`config.mk`:
```
export PLATFORM = sky130hd
export DESIGN_NAME = alarm_ring_ctrl
export DESIGN_NICKNAME = d
export VERILOG_FILES = /design/src/rtl/alarm_ring_ctrl.sv
export SDC_FILE = /design/constraint.sdc
export NUM_CORES = 1
export LEC_CHECK = 0
export CORE_MARGIN = 2
export CORE_UTILIZATION = 40
export CTS_CLUSTER_DIAMETER = 40
export DETAILED_ROUTE_END_ITERATION = 10
export SLEW_MARGIN = 10
export SYNTH_ARGS = -nofsm -noshare
export SYNTH_HDL_FRONTEND = slang
export SYNTH_SLANG_ARGS = --single-unit
```
`constraint.sdc`:
```
create_clock -name clk -period 2.4 [get_ports clk]
set_input_delay 0.48 -clock clk [delete_from_list [all_inputs] [get_ports clk]]
set_output_delay 0.48 -clock clk [all_outputs]
set_load 0.005 [all_outputs]
```
`src/rtl/alarm_ring_ctrl.sv`:
```
// Alarm sequencer: detects the alarm minute, runs ring/snooze timing and
// produces the LED flash enable plus the blink square wave.
module alarm_ring_ctrl #(
  parameter int unsigned RING_SECS   = 60,
  parameter int unsigned SNOOZE_SECS = 300,
  parameter int unsigned MAX_SNOOZE  = 3,
  parameter int unsigned BLINK_HALF  = 12500000
) (
  input  logic       clk,
  input  logic       rst_n,
  input  logic       sec_tick,
  input  logic [7:0] cur_hour,
  input  logic [7:0] cur_min,
  input  logic [7:0] cur_sec,
  input  logic [7:0] alm_hour,
  input  logic [7:0] alm_min,
  input  logic       alm_on,
  input  logic       stop_btn,
  input  logic       snooze_btn,
  output logic       en,
  output logic       clk_2,
  output logic       ringing,
  output logic       snoozing
);

  localparam logic [1:0] ST_IDLE   = 2'd0;
  localparam logic [1:0] ST_RING   = 2'd1;
  localparam logic [1:0] ST_SNOOZE = 2'd2;

  localparam logic [7:0]  RING_INIT  = RING_SECS[7:0];
  localparam logic [9:0]  SNZ_INIT   = SNOOZE_SECS[9:0];
  localparam logic [2:0]  SNZ_MAX    = MAX_SNOOZE[2:0];
  localparam logic [24:0] BLINK_LAST = 25'(BLINK_HALF - 1);

  logic [1:0]  state, state_nxt;
  logic [7:0]  ring_cnt, ring_cnt_nxt;
  logic [9:0]  snz_cnt, snz_cnt_nxt;
  logic [2:0]  snz_used, snz_used_nxt;
  logic [24:0] blink_cnt, blink_cnt_nxt;
  logic        clk_2_nxt;
  logic        stop_prev, snooze_prev, match_d;
  logic        match, trigger, stop_rise, snooze_rise;

  assign match       = alm_on & (cur_hour == alm_hour) & (cur_min == alm_min) &
                       (cur_sec == 8'h00);
  assign trigger     = match & ~match_d;
  assign stop_rise   = stop_btn & ~stop_prev;
  assign snooze_rise = snooze_btn & ~snooze_prev;

  // Stop/alarm-off outrank snooze, which outranks the seconds countdown.
  always_comb begin
    state_nxt    = state;
    ring_cnt_nxt = ring_cnt;
    snz_cnt_nxt  = snz_cnt;
    snz_used_nxt = snz_used;
    case (state)
      ST_IDLE: begin
        if (trigger) begin
          state_nxt    = ST_RING;
          ring_cnt_nxt = RING_INIT;
          snz_used_nxt = '0;
        end
      end
      ST_RING: begin
        if (!alm_on || stop_rise) begin
          state_nxt = ST_IDLE;
        end else if (snooze_rise && (snz_used < SNZ_MAX)) begin
          state_nxt    = ST_SNOOZE;
          snz_cnt_nxt  = SNZ_INIT;
          snz_used_nxt = snz_used + 3'd1;
        end else if (sec_tick) begin
          if (ring_cnt <= 8'd1) state_nxt = ST_IDLE;
          else                  ring_cnt_nxt = ring_cnt - 8'd1;
        end
      end
      ST_SNOOZE: begin
        if (!alm_on || stop_rise) begin
          state_nxt = ST_IDLE;
        end else if (sec_tick) begin
          if (snz_cnt <= 10'd1) begin
            state_nxt    = ST_RING;
            ring_cnt_nxt = RING_INIT;
          end else begin
            snz_cnt_nxt = snz_cnt - 10'd1;
          end
        end
      end
      default: state_nxt = ST_IDLE;
    endcase
  end

  // Blink runs only while staying in RING; any entry or exit restarts it dark.
  always_comb begin
    blink_cnt_nxt = '0;
    clk_2_nxt     = 1'b0;
    if ((state == ST_RING) && (state_nxt == ST_RING)) begin
      if (blink_cnt == BLINK_LAST) begin
        blink_cnt_nxt = '0;
        clk_2_nxt     = ~clk_2;
      end else begin
        blink_cnt_nxt = blink_cnt + 25'd1;
        clk_2_nxt     = clk_2;
      end
    end
  end

  always_ff @(posedge clk or negedge rst_n) begin
    if (!rst_n) begin
      state       <= ST_IDLE;
      ring_cnt    <= '0;
      snz_cnt     <= '0;
      snz_used    <= '0;
      blink_cnt   <= '0;
      clk_2       <= 1'b0;
      en          <= 1'b0;
      ringing     <= 1'b0;
      snoozing    <= 1'b0;
      match_d     <= 1'b1;
      stop_prev   <= 1'b1;
      snooze_prev <= 1'b1;
    end else begin
      state       <= state_nxt;
      ring_cnt    <= ring_cnt_nxt;
      snz_cnt     <= snz_cnt_nxt;
      snz_used    <= snz_used_nxt;
      blink_cnt   <= blink_cnt_nxt;
      clk_2       <= clk_2_nxt;
      en          <= (state_nxt == ST_RING);
      ringing     <= (state_nxt == ST_RING);
      snoozing    <= (state_nxt == ST_SNOOZE);
      match_d     <= match;
      stop_prev   <= stop_btn;
      snooze_prev <= snooze_btn;
    end
  end

endmodule
```
== After elaboration in Yosys (flattened, before gate mapping) ==
Cells that the tools add are included.
Word-level totals
  flip-flop bits (word level): 54
  bits of input ports: 46
Operators by class
  $add $sub $neg: 4
  $lt $le $gt $ge: 3
  eq/ne operators: 18
  muxes and demuxes: 32
  bitwise logic cells: 10
  reduce and logical (&&, ||, !) cells: 12
Operators by type and width (count)
  8-bit 2-to-1 mux: 8
  10-bit 2-to-1 mux: 5
  25-bit 2-to-1 mux: 2
  25-bit by 1-bit adder with 25-bit output, second input constant: 1
  25-bit by 24-bit == test with 1-bit output, second input constant: 1
  8-bit case mux with 3 select lines: 1
  2-bit inequality test, second input constant: 10
  10-bit case mux with 2 select lines: 1
  8-bit == test: 2
  2-bit 2-to-1 mux: 8
  10-bit by 1-bit less-or-equal comparator with 1-bit output, second input constant: 1
  10-bit by 1-bit subtractor with 10-bit output, second input constant: 1
  3-bit 2-to-1 mux: 3
  9-bit AND reduction: 1
  8-bit by 1-bit less-or-equal comparator with 1-bit output, second input constant: 1
  8-bit logical NOT: 1
  8-bit by 1-bit subtractor with 8-bit output, second input constant: 1
  1-bit bitwise AND: 6
  2-bit case mux with 3 select lines: 1
  3-bit case mux with 2 select lines: 1
  6-bit AND reduction: 1
  2-bit by 1-bit == test with 1-bit output, second input constant: 2
  2-bit == test, second input constant: 2
  1-bit inverter: 4
  other kinds (11): 14

== Logic depth before layout (Yosys ltp) ==
  depth in word-level cells: 10
  gate-level depth with buffers: 9
  mapped depth without buffers: 8

== Least setup slack after synthesis ==
No wires, ideal clock.
  path kind: reg2reg
  start point: register snz_cnt[6]
  end point: register snz_cnt[2]
  arrival: 2.072 ns
  data required time: 2.276 ns
  setup slack: 0.204 ns
  stages on the path, launching flop included: 8
  buffers on the path: 1
  clock period less this slack: 2.196 ns
  path through: dfrtp_1 or4_4 or4_4 a21oi_2 a211o_1 buf_6 a21oi_1 or2_1
On the way
  longest elaborated chain between the ends: 3
Ends and longest elaborated chain
  start: declaration: line 37  | logic [9:0] snz_cnt, snz_cnt_nxt;
  start signal: assignment: line 124  | snz_cnt <= snz_cnt_nxt;
  10-bit by 1-bit less-or-equal comparator with 1-bit output: line 80  | if (snz_cnt <= 10'd1) begin
  2-bit inequality test (no line)
  6-bit AND reduction (no line)
Every way passes these cells.
A chain may end at the register's enable or synchronous reset.

== Worst setup path after layout ==
  start point: input port alm_min[1]
  end point: register snz_used[0]
On the way
  longest elaborated chain between the ends: 6
Ends and longest elaborated chain
  start: declaration: line 16  | input logic [7:0] alm_min,
  8-bit == test: line 44  | assign match = alm_on & (cur_hour == alm_hour) & (cur_min == alm_min) &
  1-bit bitwise AND (2 in series): line 44
  1-bit bitwise AND: line 46  | assign trigger = match & ~match_d;
  2-bit inequality test (no line)
  4-bit AND reduction (no line)
  end signal: assignment: line 125  | snz_used <= snz_used_nxt;
  end: declaration: line 38  | logic [2:0] snz_used, snz_used_nxt;
Every way passes these cells.

==> out/summary.txt <==
outcome - finished clean
Worst EP required - 2650 ps
Area Growth Syn to Fin - 26.03%
CP max-delay cell - or3_1
initial antenna violation count - 0
Detail Placement HPWL - 5076 µm
Nets - 454
crit share post-route - 95.91%
Psw - 0.4381 mW
Detailed Routing Iterations Pass 1 - 4
hold-fix buffers at CTS - 0
top cell family by delay on the critical path - simple AND/OR/NAND/NOR gates
most common flop cell mapped by yosys - dfrtp_1
Critical Path AT - 2550 ps
Avg Cell Area, Syn - 9.158 µm²
Tot Pwr - 1.697 mW
row count - 32
Antenna Cells - 0
CP Class - input port to flop
part of the power in registers - 55.9%
setup slack, reg-to-reg - 130 ps
routed vias/inst - 5.168
mapped cell area - 0.003095 mm²
WL met3 - 289 µm
dominant cells by area after synthesis - dfrtp_1 41%, xor2_1 8.8%, nor2_1 6.2%
CTS Sinks - 54
crit-path cells - clkdlybuf4s50_1 > xor2_1 > nor4_1 > nand4_1 > or3_1 > a2111o_1 > nand3_1
switching portion of total power - 25.82%
share of the synthesized area in the top cell type - 41.23%
RSZ-0062 raised after global routing - no
reg2reg start - snz_cnt[6]$_DFFE_PN0P_
H-tree lvl count - 2
Clock Path Buffers - 2
syn_nets - 390
Power Internal - 1.259 mW
total track usage - 17.04%
nature of the critical path startpoint - input port
DRT antenna net count - 0
CP endpoint kind - flop
drt total wl - 6744 µm
PortBufs - 49
Place WS - -249.4 ps
drt wl/cell - 13.35 µm
PD cells - 435.0 mW/mm²
vias in the first global route - 2,610
Async SR Flop Fraction - 100.0%
Yosys reg bits - 54
slowest cell delay on critical path - 510 ps
later-pin clock latency in the skew report - 320 ps
largest net degree at the start of global routing - 31
Slew Limit Fails - 0
wire length on met2 - 3091 µm
vias - 2,610
# DRC - 0
fin crit period - 2302 ps
Max-Cap Viols - 0
setup ws final - 98.23 ps
Slew HR - 59.61%
reg-to-reg endpoint - snz_cnt[0]$_DFFE_PN0P_
Hold Crit Class - input port to asynchronous set/reset pin
leakage power - 1.619 nW
CP Buf/Inv Count - 1
R2R cell count - 6
GRT overflow - 0
crit-path max FO - 6
synth unique cells - 56
DRT iter0 DRCs - 104
layout cell share with drive strength beyond 1 - 11.17%
core area - 0.007607 mm²
final setup vio count - 0
Yosys top cell by area - dfrtp_1
Max Fclk - 434.4 MHz
Die ar. - 0.008458 mm²
IO Count - 50
final hold violations - 0
register area share after synthesis - 43.78%
CTS tree - built
peak supply drop - 230.0 µV
WP depth - 7
clk slew on worst S/H paths - 110 ps
synth cell count leaders - 51 x dfrtp_1, 51 x nor2_1, 31 x xor2_1
first-pass GRT wire length - 11,800 µm
initial cell density of the core - 40.69%
total CTS buffers - 5
number of synthesized flops with an enable pin - 0
WL met1 - 3283 µm
Final Skew - 8.556 ps
Die Wd - 91.97 µm
Clk pwr share - 33.0%
die height - 91.97 µm
routability cong. - 0.8043
combinational fraction of design power - 11.2%
highest routed layer - met4
YS warnings - 0
post-synthesis cell count - 338
root buffer cell - clkbuf_8
Least-Margin Pin Slew - 605.8 ps
logic make-up (layout without fill, tap and decap cells):
logic type | Yosys count | after routing | synth area share [%]
and+or+nand+nor | 154 | 154 | 25.14
AOI/OAI and AO/OA | 57 | 57 | 12.49
DFF | 54 | 54 | 43.78
xor gates and xnor gates | 40 | 40 | 11.32
buffers and inverters | 25 | 90 | 4.163
adders and majority gates | 6 | 6 | 2.425
muxes | 2 | 2 | 0.6871
final cells by class:
class / count / area [µm²]
clock buffers: 5 / 68.82
clock inverters: 3 / 28.78
fillers: 717 / 3706
inverters: 10 / 37.54
multi-input cells: 259 / 1613
flip-flops and latches: 54 / 1355
well taps: 102 / 127.6
repair buffers: 72 / 670.6
worst register-to-register path: cells and delay by family, from the launching register on:
kind / cells / cell delay, ps
simple gates: 2 / 1060
compound gates: 3 / 520
buf+inv: 1 / 150
flops: 1 / 400
through the flow:
stage	TNS [ps]	cell area, µm²	std cells	hold WS [ps]	util (%)
2_1_floorplan	0	3095	338	184.4	-
3_3_place_gp	-1178	3802	497	437.0	49.98
3_5_place_dp	-1400	3802	497	443.6	49.98
4_1_cts	0	3900	505	174.3	51.27
5_1_grt	0	3901	505	194.4	51.28
6_report	0	3901	505	158.4	51.28
timing repair:
action,CTS,global route
buffers inserted,0,0
endpoints found under the setup margin,0,3
gates resized for setup,0,1
cell usage in the layout, fill, tap and decap left out, types with 2 or more instances in the layout:
| cell | count |
|---|---|
| nand3b_1 | 2 |
| xnor2_1 | 9 |
| xor2_1 | 31 |
| ha_1 | 6 |
| nand2_1 | 21 |
| nand4_1 | 7 |
| a41oi_1 | 3 |
| a21oi_1 | 8 |
| nor4b_1 | 4 |
| or3_1 | 4 |
| or4_4 | 2 |
| a211oi_1 | 3 |
| clkbuf_8 | 5 |
| buf_4 | 22 |
| nor2_1 | 51 |
| clkdlybuf4s50_1 | 48 |
| and3_1 | 7 |
| dfstp_2 | 3 |
| nor3_1 | 11 |
| o31a_1 | 2 |
| nand3_1 | 22 |
| nor4_1 | 6 |
| nand2b_1 | 4 |
| and2_1 | 3 |
| and4_1 | 2 |
| o21a_1 | 7 |
| a31oi_1 | 7 |
| dfrtp_1 | 51 |
| inv_1 | 10 |
| o21ai_0 | 13 |
power groups by stage:
stage	combinational [mW]	sequential, mW	clock (mW)
after floorplan	0.0725	0.963	0
after global placement	0.189	0.966	0
after detailed placement	0.191	0.966	0
after CTS	0.192	0.949	0.585
after global routing	0.212	0.952	0.605
final	0.189	0.948	0.559
state kept, by name, summed over array words and instances, names as in the netlist:
signal / flops
state: 2
snz_used: 3
match_d: 1
snooze_prev: 1
ring_cnt: 8
clk_2: 1
ringing: 1
snoozing: 1
snz_cnt: 10
stop_prev: 1
blink_cnt: 25
how the worst max path moves through the flow:
stage	slack [ps]	startpoint	end
after floorplan	200	snz_cnt[6]$_DFFE_PN0P_	snz_cnt[2]$_DFFE_PN0P_
after global placement	-210	alm_min[1]	snz_used[0]$_DFFE_PN0P_
after detailed placement	-250	alm_min[1]	snz_used[0]$_DFFE_PN0P_
after CTS	50	snz_cnt[6]$_DFFE_PN0P_	snz_cnt[0]$_DFFE_PN0P_
after global routing	3	alm_min[1]	snz_used[0]$_DFFE_PN0P_
final	100	alm_min[1]	snz_used[0]$_DFFE_PN0P_
metal layers:
layer	global-route usage, %	vias up
met5	0	-
met4	4.478	0
met3	3.287	9
met2	27.51	54
met1	23.55	1236
li1	-	1311
Note: power is estimated with default switching activity, not from simulation.
